==> src/rtl/term_ctrl.sv <==
// term_ctrl: byte-stream terminal controller driving a text VRAM with teletype writes, scroll and clear
module term_ctrl #(
  parameter int COLS = 60,
  parameter int ROWS = 17,
  parameter int COL_W = 6,
  parameter int ROW_W = 5,
  parameter int TAB_W = 8,
  parameter logic [7:0] BLANK = 8'h20,
  parameter bit CLEAR_ON_RESET = 1'b1
) (
  input  logic                   i_clk,
  input  logic                   i_rst,
  input  logic [7:0]             i_char,
  input  logic                   i_valid,
  output logic                   o_ready,
  output logic [ROW_W+COL_W-1:0] o_vram_addr,
  output logic [7:0]             o_vram_din,
  input  logic [7:0]             i_vram_dout,
  output logic                   o_vram_ce,
  output logic                   o_vram_w,
  output logic [ROW_W-1:0]       o_cursor_row,
  output logic [COL_W-1:0]       o_cursor_col
);
  typedef enum logic [2:0] {IDLE, DECODE, WRITE, SCROLL, CLEAR} state_t;
  typedef enum logic [1:0] {P_RD, P_CP, P_BL, P_INIT} phase_t;
  localparam int TW = COL_W + 1;
  localparam logic [COL_W-1:0] CMAX = COL_W'(COLS - 1);
  localparam logic [ROW_W-1:0] RMAX = ROW_W'(ROWS - 1);
  state_t state_q, state_d;
  phase_t ph_q, ph_d;
  logic [ROW_W-1:0] row_q, row_d, r_q, r_d;
  logic [COL_W-1:0] col_q, col_d, c_q, c_d, tab_col;
  logic [7:0] char_q, char_d, din_q, din_d;
  logic ce_q, ce_d, w_q, w_d, copy_q, copy_d;
  logic [ROW_W+COL_W-1:0] addr_q, addr_d;
  logic [TW-1:0] tab_sum;
  assign tab_sum = ({1'b0, col_q} | TW'(TAB_W - 1)) + TW'(1);
  assign tab_col = (tab_sum > TW'(COLS - 1)) ? CMAX : tab_sum[COL_W-1:0];
  assign o_ready = (state_q == IDLE) && !i_rst;
  assign o_vram_ce = ce_q;
  assign o_vram_w = w_q;
  assign o_vram_addr = addr_q;
  // copy writes forward the word read in the previous cycle straight from the VRAM
  assign o_vram_din = copy_q ? i_vram_dout : din_q;
  assign o_cursor_row = row_q;
  assign o_cursor_col = col_q;
  always_comb begin
    state_d = state_q;
    row_d = row_q;
    col_d = col_q;
    char_d = char_q;
    r_d = r_q;
    c_d = c_q;
    ph_d = ph_q;
    case (state_q)
      IDLE: if (i_valid) begin
        char_d = i_char;
        state_d = DECODE;
      end
      DECODE: begin
        state_d = IDLE;
        case (char_q)
          8'h00: ;
          8'h08, 8'h7f: col_d = (col_q == '0) ? '0 : col_q - COL_W'(1);
          8'h09: col_d = tab_col;
          8'h0a: if (row_q == RMAX) begin
            state_d = SCROLL;
            r_d = ROW_W'(1);
            c_d = '0;
            ph_d = P_RD;
          end else row_d = row_q + ROW_W'(1);
          8'h0d: col_d = '0;
          8'h0c: begin
            row_d = '0;
            col_d = '0;
            state_d = CLEAR;
            r_d = '0;
            c_d = '0;
            ph_d = P_BL;
          end
          default: state_d = WRITE;
        endcase
      end
      WRITE: begin
        col_d = (col_q == CMAX) ? '0 : col_q + COL_W'(1);
        row_d = (col_q == CMAX && row_q != RMAX) ? row_q + ROW_W'(1) : row_q;
        state_d = (col_q == CMAX && row_q == RMAX) ? SCROLL : IDLE;
        r_d = ROW_W'(1);
        c_d = '0;
        ph_d = P_RD;
      end
      SCROLL: begin
        if (ph_q == P_RD) ph_d = P_CP;
        else if (c_q != CMAX) begin
          c_d = c_q + COL_W'(1);
          ph_d = (ph_q == P_CP) ? P_RD : P_BL;
        end else if (ph_q == P_CP && r_q != RMAX) begin
          r_d = r_q + ROW_W'(1);
          c_d = '0;
          ph_d = P_RD;
        end else if (ph_q == P_CP) begin
          c_d = '0;
          ph_d = P_BL;
        end else state_d = IDLE;
      end
      CLEAR: begin
        if (ph_q == P_INIT) begin
          r_d = '0;
          c_d = '0;
          ph_d = P_BL;
        end else if (c_q != CMAX) c_d = c_q + COL_W'(1);
        else if (r_q != RMAX) begin
          r_d = r_q + ROW_W'(1);
          c_d = '0;
        end else state_d = IDLE;
      end
      default: state_d = IDLE;
    endcase
    ce_d = state_d == WRITE || state_d == SCROLL || state_d == CLEAR;
    w_d = ce_d && !(state_d == SCROLL && ph_d == P_RD);
    copy_d = state_d == SCROLL && ph_d == P_CP;
    addr_d = !ce_d ? '0 : (state_d == WRITE) ? {row_q, col_q} : {copy_d ? r_d - ROW_W'(1) : r_d, c_d};
    din_d = (state_d == WRITE) ? char_q : ce_d ? BLANK : 8'h00;
  end
  always_ff @(posedge i_clk) begin
    if (i_rst) begin
      state_q <= CLEAR_ON_RESET ? CLEAR : IDLE;
      ph_q <= P_INIT;
      row_q <= '0;
      col_q <= '0;
      r_q <= '0;
      c_q <= '0;
      char_q <= '0;
      ce_q <= 1'b0;
      w_q <= 1'b0;
      copy_q <= 1'b0;
      addr_q <= '0;
      din_q <= '0;
    end else begin
      state_q <= state_d;
      ph_q <= ph_d;
      row_q <= row_d;
      col_q <= col_d;
      r_q <= r_d;
      c_q <= c_d;
      char_q <= char_d;
      ce_q <= ce_d;
      w_q <= w_d;
      copy_q <= copy_d;
      addr_q <= addr_d;
      din_q <= din_d;
    end
  end
endmodule

==> config.mk <==
export PLATFORM = sky130hd
export DESIGN_NAME = term_ctrl
export DESIGN_NICKNAME = d
export VERILOG_FILES = /design/src/rtl/term_ctrl.sv
export SDC_FILE = /design/constraint.sdc
export NUM_CORES = 1
export LEC_CHECK = 0
export ABC_AREA = 1
export BUFFER_PORTS_ARGS = -buffer_cell sky130_fd_sc_hd__buf_2
export CAP_MARGIN = 10
export CORE_MARGIN = 3
export CORE_UTILIZATION = 57
export DETAILED_ROUTE_END_ITERATION = 12
export GPL_TIMING_DRIVEN = 0
export PLACE_DENSITY = 0.8
export SETUP_SLACK_MARGIN = 0.05
export SLEW_MARGIN = 20
export SYNTH_ARGS = -nofsm -noshare
export SYNTH_HDL_FRONTEND = slang
export SYNTH_SLANG_ARGS = --single-unit
==> constraint.sdc <==
create_clock -name i_clk -period 2.6 [get_ports i_clk]
set_clock_uncertainty 0.15 [all_clocks]
set_input_delay 0.26 -clock i_clk [delete_from_list [all_inputs] [get_ports i_clk]]
set_output_delay 0.26 -clock i_clk [all_outputs]
set_load 0.01 [all_outputs]
---- Word-level counts from Yosys, hierarchy flattened ----
Index checks and enable logic that the tools add are counted.
cells by class
  add/sub/neg operators ................... 7
  order comparisons ....................... 1
  eq/ne operators ......................... 25
  multiplexer cells ....................... 54
  bitwise operators ....................... 1
  reduce and logical (&&, ||, !) cells .... 24
operators with widths
  operator                                                                number
  6-bit two-way mux                                                       12
  5-bit two-way mux                                                       10
  8-bit by 4-bit equality test with 1-bit output (second input constant)  5
  5-bit case mux with 2 select lines                                      3
  3-bit two-way mux                                                       8
  6-bit case mux with 2 select lines                                      2
  6-bit case mux with 4 select lines                                      1
  5-bit case mux with 4 select lines                                      1
  2-bit two-way mux                                                       9
  6-bit case mux with 3 select lines                                      1
  8-bit two-way mux                                                       2
  3-bit case mux with 5 select lines                                      1
  6-bit by 1-bit adder with 6-bit output (second input constant)          2
  3-bit by 2-bit equality test with 1-bit output (second input constant)  4
  11-bit two-way mux                                                      1
  5-bit by 1-bit adder with 5-bit output (second input constant)          2
  5-bit inequality test (second input constant)                           2
  3-bit case mux with 3 select lines                                      1
  8-bit by 7-bit equality test with 1-bit output (second input constant)  1
  8-bit zero test                                                         1
  2-bit case mux with 4 select lines                                      1
  6-bit by 1-bit adder with 7-bit output (second input constant)          1
  7-bit by 6-bit > comparator with 1-bit output (second input constant)   1
  1-bit logical AND                                                       7
  25 further kinds                                                        33
storage, ports and cells
  register bits after elaboration ......... 57
  input bits .............................. 19
  output and inout port bits .............. 33
  word-level logic and storage cells ...... 124

---- Longest topological paths before layout ----
Gate-level depths: netlist of run 1.
  word-level depth ........................ 11
  depth in mapped cells ................... 20
  gate-level depth less buffers ........... 20

---- Least setup slack after synthesis of run 1 ----
No wires, ideal clock.
  path kind ............................... reg2reg
  from .................................... register c_q[0]
  to ...................................... register addr_q[10] (netlist: o_vram_addr[10])
  setup time .............................. 0.109 ns
  arrival time ............................ 1.973 ns
  required time ........................... 2.341 ns
  slack ................................... 0.368 ns
  cell stages (with the launch flop) ...... 18
  path buffers ............................ 0
  period minus slack after synthesis ...... 2.232 ns
  path through ............................ dfxtp_1 ha_1 nand3_2 nor2_4 nand2_2 nand2_2 nand2_1 inv_2 nand2_1 a21oi_2 ha_1 inv_1 nor2_1 nand3_1 nand2_1 nand3_1 nand2_1 inv_1
on the way
  cells in the longest elaborated chain, start to end .. 9
  elaborated cells between the ends (all ways) .. 26
  classes of those cells .................. 1 x add/sub; 5 x eq/ne; 15 x mux; 1 x bitwise; 4 x reduce/logical
RTL lines
  element                                                                                              line     text
  from (decl)                                                                                          32       logic [COL_W-1:0] col_q, col_d, c_q, c_d, tab_col;
  from (signal assigned)                                                                               132      c_q <= '0;
  from (signal assigned)                                                                               145      c_q <= c_d;
  6-bit inequality test *                                                                              94, 111
  parallel branches: the longest is 8 deep, another holds 5-bit by 1-bit subtractor with 5-bit output  n/a
  to (signal assigned)                                                                                 150      addr_q <= addr_d;
  to (decl)                                                                                            35       logic [ROW_W+COL_W-1:0] addr_q, addr_d;
Every way passes the cells marked *.
A chain may end at the register's enable or synchronous reset.

---- Worst setup path after layout of run 1 ----
  from .................................... register row_q[1] (netlist: o_cursor_row[1])
  to ...................................... register addr_q[8] (netlist: o_vram_addr[8])
on the way
  cells in the longest elaborated chain, start to end .. 9
  elaborated cells between the ends (all ways) .. 24
  classes of those cells .................. 1 x add/sub; 5 x eq/ne; 12 x mux; 1 x bitwise; 5 x reduce/logical
RTL lines
  element                                                                                              line    text
  from (decl)                                                                                          31      logic [ROW_W-1:0] row_q, row_d, r_q, r_d;
  from (signal assigned)                                                                               142     row_q <= row_d;
  5-bit equality test *                                                                                66, 87
  parallel branches: the longest is 8 deep, another holds 5-bit by 1-bit subtractor with 5-bit output  n/a
Marked as above.

==> flow_summary.yaml, run 1 <==
run_status:
  status: "complete, no violations"
yosys:
  ys_warn_count: 0
  post-synth-top-area-cell: "dfxtp_1"
  synth_nets: 539
  syn_avg_cell_area_sq_um: 6.80
  yosysTopAreaCellShare: 0.330
  netlist_instances: 508
  yosysMostFrequentCell: "nand2_1"
  ys_seq_area_frac: 0.330
  synth_edf_count: 0
  yosys-top-cells-count: "nand2_1, inv_1, nor2_1, dfxtp_1, a21oi_1"
  yosysUniqueCellTypes: 39
  async_flop_share: 0
  ys_ff_latch: 57
  syn_area_sq_um: 3450
  yosys-top-cells-area: "dfxtp_1, nand2_1, inv_1"
  yosys_most_used_dff: "dfxtp_1"
worst_setup_path:
  rrSetupSlack_ns: 0.22
  r2r_end: "o_vram_addr[8]$_SDFF_PP0_"
  critical_path.max_stage_delay_ns: 0.36
  path_cells: "inv_1 -> ha_1 -> nand2_1 -> nor2_4 -> inv_2 -> nor2_1 -> nand2_1 -> inv_1 -> nor2_1 -> nand2_1 -> inv_1 -> ha_1 -> inv_1 -> nor2_4 -> xor2_1 -> o21ai_1 -> inv_1"
  end_kind: "flop"
  required_ns: 2.67
  crit_buf_inv: 6
  r2r_cells: 17
  worstPathMaxFanout: 6
  reg2reg_from: "o_cursor_row[1]$_SDFFE_PP0P_"
  slowest_stage: "dfxtp_1"
  crit_top_cell: "inv_1"
  worstSetupPathType: "flop to flop"
  worstSetupStartpointType: "flop"
  crit_arrival_ns: 2.45
  cp_top_family: "simple AND/OR/NAND/NOR gates"
layout:
  num-nets-final: 606
  register_area_sq_um: 1150
  syn2layout_area_growth_pct: 18.7
  nFillCells: 476
  post-route-util: 0.722
  multi_input_area_sq_um: 2010
  num_antenna_cells: 0
  drive_above_1_share: 0.255
sta:
  setup_ws_ns: 0.220
  timing.hold.ws_ns: 0.0552
  tightest_slew_ns: 0.567
  rsz0062_at_grt: "yes"
  setup_tns_ns: 0
  fmax_mhz: 420
  slew_headroom: 0.622
  setup-violations-final: 0
  period_minus_slack_ns: 2.38
  hold_viol: 0
  min_period_over_period: 0.916
  slew_viol_final: 0
drt:
  wl_met2_mm: 4.28
  dr_total_vias: 3591
  top_layer_used: "met4"
  dr_wl_met3_microns: 764
  drc_errors: 0
  wl_per_cell_microns: 14.0
  dr.pass1.iters: 5
  wl_met1_mm: 4.01
  drtIter0Drc: 332
  ant_nets: 0
  routed_wl_mm: 9.16
  via_per_inst: 5.51
global_route:
  antenna_found_initial: 0
  grt_pass1_vias: 3362
  grt_max_degree: 11
  grtUsageTotal: 0.265
  grt_pass1_wl_mm: 15.4
  grt_overflow: 0
floorplan:
  dieArea_sq_um: 7030
  die_width_microns: 83.8
  start_util: 0.608
  core_sq_um: 5680
  fp.dieH_microns: 83.8
  row_count: 27
  ios: 52
pwr:
  power.density_nw_per_um2: 442
  ir_worst_vdd_uv: 374
  p_leak_uw: 0.00201
min_path:
  worstHoldPathType: "input pin to flop"
  min_from: "i_rst"
  hold_depth: 2
  holdPathEnd: "ph_q[0]$_SDFF_PP1_"
clock_tree:
  cts_htree_levels: 3
  clock_sinks: 57
  cts_root_buf: "clkbuf_8"
  cts_buffers: 9
  clock_latency_ns: 0.33
  path_clk_slew_ns: 0.07
  cts_tree: "built"
  clock_path_buffers: 2
placed_design:
  dp_hpwl_mm: 6.66
  gp_congestion: 0.929
  pre_cts_slack_ns: -0.00798
  io_buffer_count: 51
flow_run:
  cap_violations: 0
[area by class of cell]
type / count / area share
inverter: 80 / 0.0739
tap: 72 / 0.0220
clock inverter: 4 / 0.0125
clock buffer: 12 / 0.0379
buffer: 10 / 0.0119
sequential: 57 / 0.281
timing repair buffer: 56 / 0.0715
multi-input combinational: 361 / 0.489
[per-stage QoR]
step / power (uW) / instance area, sq um / instances
floorplan: 942 / 3450 / 508
global placement: 971 / 3800 / 631
detailed placement: 973 / 3800 / 631
CTS: 1820 / 4020 / 648
global route: 1870 / 4100 / 652
finish: 1810 / 4100 / 652
[report_power, final]
| part | switching, uW | internal (uW) | total, uW |
|---|---|---|---|
| Sequential | 4.76 | 880 | 885 |
| Combinational | 45.0 | 28.3 | 73.3 |
| Clock | 359 | 495 | 854 |
| Total | 409 | 1400 | 1810 |
[layout by cell type (no fill, tap or decap), drive strengths merged, types with 7 or more instances in the layout]
cell type / Yosys / routed
nand4: 7 / 7
o21ai: 48 / 48
nand2: 101 / 101
ha: 12 / 12
nor2: 69 / 69
nand3: 34 / 34
buf: 5 / 61
mux2: 8 / 8
inv: 80 / 80
nor3: 9 / 9
clkbuf: 5 / 17
xor2: 11 / 11
a21oi: 44 / 44
dfxtp: 57 / 57
[routing by layer]
| metal | global-route usage | up-vias |
|---|---|---|
| li1 | - | 1780 |
| met1 | 0.359 | 1606 |
| met2 | 0.430 | 185 |
| met3 | 0.0474 | 20 |
| met4 | 0.0789 | 0 |
| met5 | 0 | - |
[what timing repair did]
item	CTS	global route
gates resized for setup	2	17
endpoints found under the setup margin	2	3
hold buffers	0	0
pin swaps	1	3
setup buffers	1	4
[registers in the layout, summed over array words and instances (netlist names)]
signal and count:
copy_q 1, o_cursor_row 5, o_vram_ce 1, o_cursor_col 6, c_q 6, r_q 5, char_q 8, o_vram_addr 11
o_vram_w 1, din_q 8, state_q 3, ph_q 2
[cell families (layout without fill, tap and decap cells)]
| family | count (synthesis) | in the layout | synth area share |
|---|---|---|---|
| mux | 8 | 8 | 0.0261 |
| fa+ha+maj | 12 | 12 | 0.0435 |
| simple gates | 227 | 227 | 0.303 |
| xor+xnor | 12 | 12 | 0.0304 |
| compound gates | 102 | 102 | 0.164 |
| flops | 57 | 57 | 0.330 |
| buf+inv | 90 | 162 | 0.102 |
[worst register-to-register path: cells and delay by family, from the launching register on]
family	cells	cell delay [ns]
AO/OA/AOI/OAI	1	0.12
XOR/XNOR	1	0.18
flip-flops	1	0.36
adder cells (fa/ha/maj)	2	0.33
buffers and inverters	6	0.42
AND/OR/NAND/NOR	7	0.71
[worst max-delay path by stage]
stage,to,slack (ns),start,depth (start not counted)
2_1_floorplan,o_vram_addr[10]$_SDFF_PP0_,0.37,c_q[0]$_SDFF_PP0_,17
3_3_place_gp,o_vram_addr[8]$_SDFF_PP0_,0.07,o_cursor_row[0]$_SDFFE_PP0P_,14
3_5_place_dp,o_vram_addr[10]$_SDFF_PP0_,-0.008,c_q[1]$_SDFF_PP0_,17
4_1_cts,o_vram_addr[10]$_SDFF_PP0_,0.07,c_q[1]$_SDFF_PP0_,17
5_1_grt,o_vram_addr[10]$_SDFF_PP0_,0.01,r_q[0]$_SDFF_PP0_,19
6_report,o_vram_addr[8]$_SDFF_PP0_,0.22,o_cursor_row[1]$_SDFFE_PP0P_,17
Power figures use the tool's default switching activity.
==> inputs of run 2 (changes only) <==
--- a/config.mk
+++ b/config.mk
@@ -10,6 +10,7 @@
 export CAP_MARGIN = 10
 export CORE_MARGIN = 3
 export CORE_UTILIZATION = 57
+export CTS_BUF_LIST = sky130_fd_sc_hd__clkbuf_16
 export DETAILED_ROUTE_END_ITERATION = 12
 export GPL_TIMING_DRIVEN = 0
 export PLACE_DENSITY = 0.8
==> run 2 against run 1 <==
Cell count is the same. Total power grew 16%. Critical path depth grew 2. Sequential share of layout area shrank 0.60 points. Sequential power is essentially flat. Via count grew 0.61%. Maximum frequency shrank 4.0%. Global-route usage grew 0.89 points. Critical path type unchanged. Largest cell class unchanged.
==> flow_summary.yaml, run 2 (same netlist as run 1, synthesis figures left out) <==
run_status:
  status: "complete, no violations"
worst_setup_path:
  end_kind: "flop"
  worstSetupStartpointType: "flop"
  worstSetupPathType: "flop to flop"
  critical_path.max_stage_delay_ns: 0.44
  required_ns: 2.68
  reg2reg_from: "o_cursor_row[0]$_SDFFE_PP0P_"
  worstPathMaxFanout: 7
  cp_top_family: "simple AND/OR/NAND/NOR gates"
  path_cells: "inv_1 -> ha_1 -> nand2_1 -> nor2_4 -> inv_2 -> nor2_1 -> nand2_1 -> inv_1 -> nor2_1 -> nand2_1 -> inv_1 -> ha_1 -> inv_1 -> nor2_4 -> nand3_1 -> nand2_1 -> nand3_1 -> nand2_1 -> inv_1"
  rrSetupSlack_ns: 0.12
  crit_buf_inv: 6
  r2r_cells: 19
  crit_arrival_ns: 2.56
  slowest_stage: "dfxtp_1"
  r2r_end: "o_vram_addr[10]$_SDFF_PP0_"
layout:
  nFillCells: 464
  design_area_sq_um: 4170
  mostFrequentLayoutCells: "nand2_1, inv_1, nor2_1"
  final_cells: 652
  largest_reg_flops: 11
  num-nets-final: 606
  syn2layout_area_growth_pct: 20.8
  layout_commonest_cell: "nand2_1"
  drive_above_1_share: 0.245
  num_antenna_cells: 0
floorplan:
  dieArea_sq_um: 7030
  ios: 52
  fp.dieH_microns: 83.8
  row_count: 27
  start_util: 0.608
  die_width_microns: 83.8
  core_sq_um: 5680
clock_tree:
  clock_latency_ns: 0.33
  clock_sinks: 57
  cts_tree: "built"
  cts_root_buf: "clkbuf_16"
  cts_hold_buf: 0
  cts_buffers: 9
  path_clk_slew_ns: 0.05
  cts_htree_levels: 3
  clock_path_buffers: 2
global_route:
  grtUsageTotal: 0.274
  grt_max_degree: 11
  grt_overflow: 0
  antenna_found_initial: 0
  grt_pass1_wl_mm: 15.8
  grt_pass1_vias: 3400
min_path:
  holdPathEnd: "ph_q[0]$_SDFF_PP1_"
  worstHoldPathType: "input pin to flop"
  min_from: "i_rst"
  hold_depth: 2
placed_design:
  pre_cts_slack_ns: -0.00798
  dp_hpwl_mm: 6.66
  gp_congestion: 0.929
  io_buffer_count: 51
  place_area_sq_um: 3800
  post-place-cells: 631
sta:
  rsz0062_at_grt: "yes"
  timing.hold.ws_ns: 0.0680
  min_period_over_period: 0.954
  setup_ws_ns: 0.120
  tightest_slew_ns: 0.599
  slew_headroom: 0.601
  fmax_mhz: 403
  period_minus_slack_ns: 2.48
  setup-violations-final: 0
  hold_viol: 0
  slew_viol_final: 0
pwr:
  ir_worst_vdd_uv: 429
  power.density_nw_per_um2: 504
  p_leak_uw: 0.00204
  total_power_uw: 2100
drt:
  via_per_inst: 5.54
  ant_nets: 0
  dr.pass1.iters: 5
  dr_total_vias: 3613
  wl_per_cell_microns: 14.6
  drtIter0Drc: 402
  drc_errors: 0
  routed_wl_mm: 9.52
flow_run:
  cap_violations: 0
[run 2: area by class of cell]
type                       instances  area [sq um]  share of cell area
tap                               72          90.1              0.0216
timing repair buffer              56           293              0.0702
buffer                            10          48.8              0.0117
multi-input combinational        361          2000               0.480
clock buffer                       9           225              0.0540
sequential                        57          1150               0.275
inverter                          80           303              0.0726
clock inverter                     7          62.6              0.0150
[run 2: metal layers]
metal | wire length [microns] | global-route usage | up-vias
li1 | - | - | 1783
met1 | 4100 | 0.357 | 1612
met2 | 4360 | 0.442 | 182
met3 | 849 | 0.0543 | 36
met4 | 216 | 0.111 | 0
met5 | 0 | 0 | -
[run 2: power breakdown]
group          internal, uW  switching (uW)
combinational          28.3            45.4
sequential              882            4.68
clock                   730             413
total                  1640             463
[run 2: repair_timing]
item / in CTS / in global routing
pin swaps: 1 / 2
setup endpoints to repair: 2 / 3
resized for setup: 3 / 12
buffers inserted: 1 / 4
[run 2: how the worst max path moves through the flow]
stage                                       from                         end  slack (ns)  depth (start not counted)
floorplan                      c_q[0]$_SDFF_PP0_  o_vram_addr[10]$_SDFF_PP0_        0.37                         17
global placement    o_cursor_row[0]$_SDFFE_PP0P_   o_vram_addr[8]$_SDFF_PP0_        0.07                         14
detailed placement             c_q[1]$_SDFF_PP0_  o_vram_addr[10]$_SDFF_PP0_      -0.008                         17
CTS                 o_cursor_row[0]$_SDFFE_PP0P_  o_vram_addr[10]$_SDFF_PP0_        0.06                         16
global route        o_cursor_row[0]$_SDFFE_PP0P_  o_vram_addr[10]$_SDFF_PP0_       -0.02                         19
finish              o_cursor_row[0]$_SDFFE_PP0P_  o_vram_addr[10]$_SDFF_PP0_        0.12                         19
[run 2: through the flow]
step / setup TNS, ns / utilization
after floorplan: 0 / -
after global placement: 0 / 0.669
after detailed placement: -0.00798 / 0.669
after CTS: 0 / 0.723
after global routing: -0.0199 / 0.735
final: 0 / 0.735
